$ cat config.mk
export PLATFORM = sky130hd
export DESIGN_NAME = zstd_block_parser
export DESIGN_NICKNAME = d
export VERILOG_FILES = /design/src/rtl/zstd_block_parser.sv
export SDC_FILE = /design/constraint.sdc
export NUM_CORES = 1
export LEC_CHECK = 0
export ABC_AREA = 1
export ABC_CLOCK_PERIOD_IN_PS = 4000
export BUFFER_PORTS_ARGS = -buffer_cell sky130_fd_sc_hd__clkbuf_2
export CAP_MARGIN = 10
export CORE_ASPECT_RATIO = 0.6
export CORE_MARGIN = 2
export CORE_UTILIZATION = 55
export CTS_BUF_LIST = sky130_fd_sc_hd__clkbuf_8
export CTS_CLUSTER_DIAMETER = 100
export DETAILED_ROUTE_END_ITERATION = 12
export GPL_ROUTABILITY_DRIVEN = 0
export PLACE_DENSITY = 0.79
export SLEW_MARGIN = 20
export SYNTH_ARGS = -nofsm -noshare
export SYNTH_HDL_FRONTEND = slang
export SYNTH_SLANG_ARGS = --single-unit
$ cat constraint.sdc
create_clock -name clk -period 4 [get_ports clk]
set_input_delay 0.2 -clock clk [delete_from_list [all_inputs] [get_ports clk]]
set_output_delay 0.2 -clock clk [all_outputs]
set_load 0.03 [all_outputs]
$ cat src/rtl/zstd_block_parser.sv
// Zstandard block-sequence parser: decodes 3-byte block headers and streams Raw/RLE/Compressed payload at 2 bytes/cycle.
// Define ZSTD_CHECKSUM_EN to capture the 4-byte trailing content checksum before done.
module zstd_block_parser #(
    parameter int MAX_BLOCK_SIZE = 131072
) (
    input  logic        clk,
    input  logic        reset,
    input  logic        start,
    input  logic        carry_valid,
    input  logic [7:0]  carry_byte,
`ifdef ZSTD_CHECKSUM_EN
    input  logic        checksum_flag,
    output logic [31:0] content_checksum,
`endif
    input  logic        in_valid,
    input  logic [15:0] in_data,
    output logic        in_ready,
    output logic        out_valid,
    output logic [15:0] out_data,
    output logic [1:0]  out_count,
    output logic [1:0]  out_type,
    output logic        out_last,
    input  logic        out_ready,
    output logic        hdr_valid,
    output logic        last_block,
    output logic [1:0]  block_type,
    output logic [20:0] block_size,
    output logic        error,
    output logic        done
);

`ifdef ZSTD_CHECKSUM_EN
    typedef enum logic [2:0] {IDLE, HDR, PAYLOAD, RLE_BYTE, RLE_EMIT, CHECKSUM, DONE} state_t;
`else
    typedef enum logic [2:0] {IDLE, HDR, PAYLOAD, RLE_BYTE, RLE_EMIT, DONE} state_t;
`endif

    localparam logic [20:0] MAX_SIZE = 21'(MAX_BLOCK_SIZE);

    state_t      state, state_n, blk_next, hdr_blk_next;
    logic        sp_v;
    logic [7:0]  sp_b;
    logic [1:0]  hcnt;
    logic [23:0] hbuf, h_new;
    logic [20:0] remaining;
    logic [7:0]  rle_byte;

    logic        can_load, acc;
    logic [1:0]  need, avail, take, rle_n;
    logic [7:0]  w0, w1, w2;
    logic        hdr_done, h_bad;
    logic        pay_beat, pay_end, rle_got, rle_beat, rle_end;

`ifdef ZSTD_CHECKSUM_EN
    logic        cs_en;
    logic [1:0]  ccnt;
    logic [31:0] cbuf, c_new;
    logic        cs_done;
`endif

    function automatic logic [1:0] min2(input logic [20:0] v);
        return (v >= 21'd2) ? 2'd2 : v[1:0];
    endfunction

    assign can_load = !out_valid || out_ready;
    assign done     = (state == DONE);

    // Bytes wanted from the stream this cycle by the current state
    always_comb begin
        need = 2'd0;
        case (state)
            HDR:      need = 2'd3 - hcnt;
            PAYLOAD:  need = can_load ? min2(remaining) : 2'd0;
            RLE_BYTE: need = 2'd1;
`ifdef ZSTD_CHECKSUM_EN
            CHECKSUM: need = (ccnt == 2'd0) ? 2'd3 : 2'd0 - ccnt;
`endif
            default:  need = 2'd0;
        endcase
    end

    // A word is taken only if at most one of its bytes is left over for the spare register
    assign in_ready = need > {1'b0, sp_v};
    assign acc      = in_valid && in_ready;
    assign avail    = {1'b0, sp_v} + (acc ? 2'd2 : 2'd0);
    assign take     = (need < avail) ? need : avail;

    always_comb begin
        if (sp_v) begin
            w0 = sp_b;
            w1 = in_data[7:0];
            w2 = in_data[15:8];
        end else begin
            w0 = in_data[7:0];
            w1 = in_data[15:8];
            w2 = 8'h00;
        end
    end

    always_comb begin
        case (take)
            2'd1:    h_new = {w0, hbuf[23:8]};
            2'd2:    h_new = {w1, w0, hbuf[23:16]};
            2'd3:    h_new = {w2, w1, w0};
            default: h_new = hbuf;
        endcase
    end

    assign hdr_done = (state == HDR) && (({1'b0, hcnt} + {1'b0, take}) == 3'd3);
    assign h_bad    = (h_new[2:1] == 2'b11) || (h_new[23:3] > MAX_SIZE);
    assign pay_beat = (state == PAYLOAD) && (take != 2'd0);
    assign pay_end  = pay_beat && (remaining == {19'd0, take});
    assign rle_got  = (state == RLE_BYTE) && (take != 2'd0);
    assign rle_n    = min2(remaining);
    assign rle_beat = (state == RLE_EMIT) && can_load;
    assign rle_end  = rle_beat && (remaining == {19'd0, rle_n});

`ifdef ZSTD_CHECKSUM_EN
    always_comb begin
        case (take)
            2'd1:    c_new = {w0, cbuf[31:8]};
            2'd2:    c_new = {w1, w0, cbuf[31:16]};
            2'd3:    c_new = {w2, w1, w0, cbuf[31:24]};
            default: c_new = cbuf;
        endcase
    end
    assign cs_done = (state == CHECKSUM) && (({1'b0, ccnt} + {1'b0, take}) == 3'd4);
`endif

    // Where a block ends up once its payload is exhausted
    always_comb begin
        blk_next     = last_block ? DONE : HDR;
        hdr_blk_next = h_new[0] ? DONE : HDR;
`ifdef ZSTD_CHECKSUM_EN
        if (last_block && cs_en) blk_next = CHECKSUM;
        if (h_new[0] && cs_en)   hdr_blk_next = CHECKSUM;
`endif
    end

    always_comb begin
        state_n = state;
        case (state)
            IDLE:     if (start) state_n = HDR;
            HDR: begin
                if (hdr_done) begin
                    if (h_bad)                     state_n = IDLE;
                    else if (h_new[2:1] == 2'd1)   state_n = RLE_BYTE;
                    else if (h_new[23:3] == 21'd0) state_n = hdr_blk_next;
                    else                           state_n = PAYLOAD;
                end
            end
            PAYLOAD:  if (pay_end) state_n = blk_next;
            RLE_BYTE: if (rle_got) state_n = (remaining == 21'd0) ? blk_next : RLE_EMIT;
            RLE_EMIT: if (rle_end) state_n = blk_next;
`ifdef ZSTD_CHECKSUM_EN
            CHECKSUM: if (cs_done) state_n = DONE;
`endif
            DONE:     state_n = IDLE;
            default:  state_n = IDLE;
        endcase
    end

    always_ff @(posedge clk or posedge reset) begin
        if (reset) state <= IDLE;
        else       state <= state_n;
    end

    always_ff @(posedge clk or posedge reset) begin
        if (reset) begin
            sp_v       <= 1'b0;
            hcnt       <= 2'd0;
            remaining  <= 21'd0;
            hdr_valid  <= 1'b0;
            last_block <= 1'b0;
            block_type <= 2'd0;
            block_size <= 21'd0;
            error      <= 1'b0;
            out_valid  <= 1'b0;
            out_data   <= 16'h0000;
            out_count  <= 2'd0;
            out_type   <= 2'd0;
            out_last   <= 1'b0;
        end else begin
            hdr_valid <= hdr_done;
            if (state == IDLE && start) begin
                sp_v  <= carry_valid;
                error <= 1'b0;
                hcnt  <= 2'd0;
            end else if (acc) begin
                sp_v <= (avail != take);
            end else if (take != 2'd0) begin
                sp_v <= 1'b0;
            end
            if (state == HDR) hcnt <= hdr_done ? 2'd0 : hcnt + take;
            if (hdr_done) begin
                last_block <= h_new[0];
                block_type <= h_new[2:1];
                block_size <= h_new[23:3];
                remaining  <= h_new[23:3];
                if (h_bad) error <= 1'b1;
            end else if (pay_beat) begin
                remaining <= remaining - {19'd0, take};
            end else if (rle_beat) begin
                remaining <= remaining - {19'd0, rle_n};
            end
            // Output stage: one-deep register, held while out_ready is low
            if (pay_beat) begin
                out_valid <= 1'b1;
                out_data  <= (take == 2'd2) ? {w1, w0} : {8'h00, w0};
                out_count <= take;
                out_type  <= block_type;
                out_last  <= last_block && pay_end;
            end else if (rle_beat) begin
                out_valid <= 1'b1;
                out_data  <= (rle_n == 2'd2) ? {rle_byte, rle_byte} : {8'h00, rle_byte};
                out_count <= rle_n;
                out_type  <= 2'd1;
                out_last  <= last_block && rle_end;
            end else if (out_ready) begin
                out_valid <= 1'b0;
            end
        end
    end

    // The only byte that can ever be left over is the high byte of the accepted word
    always_ff @(posedge clk) begin
        if (state == IDLE && start) sp_b <= carry_byte;
        else if (acc)               sp_b <= in_data[15:8];
        if (state == HDR) hbuf <= h_new;
        if (rle_got)      rle_byte <= w0;
    end

`ifdef ZSTD_CHECKSUM_EN
    always_ff @(posedge clk or posedge reset) begin
        if (reset) begin
            cs_en            <= 1'b0;
            ccnt             <= 2'd0;
            content_checksum <= 32'h0;
        end else begin
            if (state == IDLE && start) begin
                cs_en <= checksum_flag;
                ccnt  <= 2'd0;
            end
            if (state == CHECKSUM) ccnt <= cs_done ? 2'd0 : ccnt + take;
            if (cs_done) content_checksum <= c_new;
        end
    end

    always_ff @(posedge clk) begin
        if (state == CHECKSUM) cbuf <= c_new;
    end
`endif

endmodule

==> impl_summary.txt <==
----------------------------------------------------
[Outcome]
  Result of the run ... complete, no violations

[Timing]
  Min Hold Slack ... 31.6 ps
  Number of failing hold endpoints at the final stage ... 0
  Worst setup slack after layout ... 129 ps
  Final-report max-slew violation count ... 0
  Setup TNS Final ... 0 ps
  Largest clock skew in the final design ... 12.3 ps
  Final setup violation count ... 0
  Fmax ... 0.258 GHz
  Tmin final ... 3870 ps
  Slew Limit Headroom ... 47.2%
  Fraction of the cycle the final worst path needs ... 96.8%
  Slew at the pin closest to its max-slew limit ... 791 ps

[Layout]
  Final instance count without filler cells ... 1133
  Synthesis-to-layout area growth ... 18.3%
  Most common cell after layout, fill and taps aside ... nand2_1
  Core utilization of the finished layout ... 66.6%
  Commonest cells after routing, fill and taps aside ... nand2_1, nand3_1, clkbuf_2
  Layout cell share with drive strength beyond 1 ... 22.2%
  Antenna Cells ... 0
  Final Instance Area ... 8010 um2
  Net total in the final layout ... 992

[Global routing]
  Tot GR Track Use ... 31.5%
  Number of antenna violations at the first check in global routing ... 0
  Maximum number of pins on one net before global-route repair ... 51
  GR Overflow Total ... 0
  Global-route wire length before repair ... 32400 um
  Number of global-route vias before repair ... 6035

[Floorplanning]
  Initial Utilization ... 56.3%
  Row cnt ... 31
  Chip height ... 90.0 um
  Total core area ... 12000 um2
  Total I/O pin count ... 80
  Overall die area ... 13200 um2
  Width of the die ... 147 um

[Pwr]
  Leakage power ... 3.93 nW
  Switching part of the total power ... 51.6%
  Internal portion of total power ... 4.10 mW
  Total Power Consumption ... 8.46 mW
  Logic gate share of total power ... 58.4%
  Total power density per cell area ... 1060 nW/um2
  Worst ir drop on vdd ... 0.810 mV
  Clock network power share ... 14.8%
  Reg power frac ... 26.9%
  Sw power ... 4.36 mW

[Placement]
  Placed wire-length estimate ... 14900 um
  Worst slack at placement ... 81.4 ps
  Area post-placement ... 7450 um2
  Count of port buffers added during placement ... 79
  Post-Place Cells ... 1094

[Min path]
  Tightest Hold Check Type ... in2reg

[Clocking]
  Clock transition at the register clock pins on the worst setup and hold paths after CTS ... 80 ps
  Max H-tree Level ... 4
  Buffer levels on the longest clock path ... 2
  Buffer cell driving the clock tree root ... clkbuf_8
  Clock sink count ... 115
  CTS tree ... built
  TritonCTS buffer count ... 17
  Clock latency of the later-clocked register in the worst-skew pair ... 450 ps

[Logic synthesis]
  Count of warnings emitted by yosys ... 0
  EDFF count, synth ... 40
  Flip-flop and latch count after synthesis ... 115
  Number of nets produced by synthesis ... 896
  Netlist area before placement ... 6770 um2
  Sequential fraction of the synthesis area ... 45.5%
  Post-Syn Area per Cell ... 7.88 um2
  Number of instances in the synthesized netlist ... 859
  Most used flip-flop cell after synthesis ... dfrtp_1
  Synth async-reset ratio ... 65.2%
  Post-synth cell types ... 52

[Drt]
  Wire length reported by the detailed router ... 20400 um
  Post-route DRC violation count ... 0
  Initial drt markers ... 947
  Mean number of vias per cell ... 5.81
  Post-DR wirelength/cell ... 18.0 um
  Post-route antenna net violation count ... 0
  Number of detailed-route iterations in the first pass ... 6
  Total via count in the routed design ... 6582

[Critical path]
  Startpoint class of the critical path ... flip-flop
  Crit Path Class ... reg2reg
  Data arrival time of the critical path ... 4250 ps
  Max Fanout on Critical Path ... 4
  Kind of capture point of the worst setup path ... flip-flop
  Critical Path RT ... 4370 ps

[Run]
  Max capacitance violation total ... 0

----------------------------------------------------
[sequential cells by signal, summed over array words and instances, names as in the netlist]
register	flops
block_size	21
block_type	2
error	1
hbuf	24
hcnt	2
hdr_valid	1
last_block	1
out_count	2
out_data	16
out_last	1
out_type	2
out_valid	1
remaining	21
rle_byte	8
sp_b	8
sp_v	1
state	3
[final cells by class]
| type | count | area [um2] |
|---|---|---|
| Clock inverter | 12 | 174 |
| Clock buffer | 20 | 275 |
| Fill cell | 1024 | 4010 |
| Tap cell | 165 | 206 |
| Multi-Input combinational cell | 625 | 3300 |
| Timing Repair Buffer | 107 | 629 |
| Sequential cell | 115 | 3080 |
| Inverter | 89 | 343 |
[power by group through the flow]
stage	clock network (mW)	logic [mW]	registers, mW
2_1_floorplan	0	3.15	2.52
3_3_place_gp	0	4.63	2.24
3_5_place_dp	0	4.70	2.25
4_1_cts	1.26	4.72	2.24
5_1_grt	1.31	5.36	2.32
6_report	1.25	4.94	2.27
[cell usage after synthesis (11+ instances only)]
cell      count  share of area [%]
nand3_1      94                6.9
o211ai_1     13                1.4
o221ai_1     11                1.4
dfrtp_1      75                 28
nor2_1       77                4.3
nand4_1      20                1.8
clkbuf_1     14               0.78
inv_1        76                4.2
edfxtp_1     40                 18
o21ai_0      36                2.7
buf_2        11               0.81
nor2_2       12                1.1
nand2_1     268                 15
[worst paths after layout]
kind | startpoint | cells past startpoint | slack, ps | end
min in group asynchronous | reset | 3 | 410 | block_size[7]
setup / recovery | remaining[4] | 25 | 130 | remaining[20]
setup reg to reg | remaining[4] | 25 | 130 | remaining[20]
hold / removal | carry_byte[4] | 3 | 30 | sp_b[4]
max in group asynchronous | reset | 4 | 2670 | state[2]
hold reg to reg | block_size[7] | 2 | 480 | block_size[7]
[logic make-up after synthesis]
group           after synthesis  synth area share (%)
compound gates               83                  8.06
xor+xnor                     11                  1.42
fa+ha+maj                     7                  1.52
buf+inv                     119                  7.28
flops                       115                  45.5
mux                           1                 0.148
other cells                   1                0.0554
simple gates                522                  36.1
[metal layers]
layer	global-route usage, %	routed length [um]	vias to the layer above
met5	3.46	57	-
met4	8.57	506	2
met3	11.9	3040	56
met2	39.4	7620	457
met1	49.5	9160	3015
li1	-	-	3052
[worst max-delay path: stages, from the launching register on]
cell and delay [ps]:
dfrtp_1 460, inv_2 100, nand2_1 90, nor2_1 150
nand3_2 130, nor2_4 180, a21oi_4 110, ha_4 250
nor2_4 130, nand4_4 130, nand2_4 130, nand2_4 70
nand2_4 90, ha_2 210, inv_1 80, fa_1 370
nand2_1 100, nand2_2 120, nor2_4 140, inv_2 70
nor2_4 180, inv_2 70, nor3_2 120, xor2_1 180
nand2_1 70, nand3_1 80
[what timing repair did]
action / in CTS / in global routing
buffers inserted: 0 / 4
gates resized for setup: 0 / 16
hold endpoints to repair: 45 / 0
hold buffers: 3 / 0
setup endpoints to repair: 0 / 23
Power figures use the tool's default switching activity.
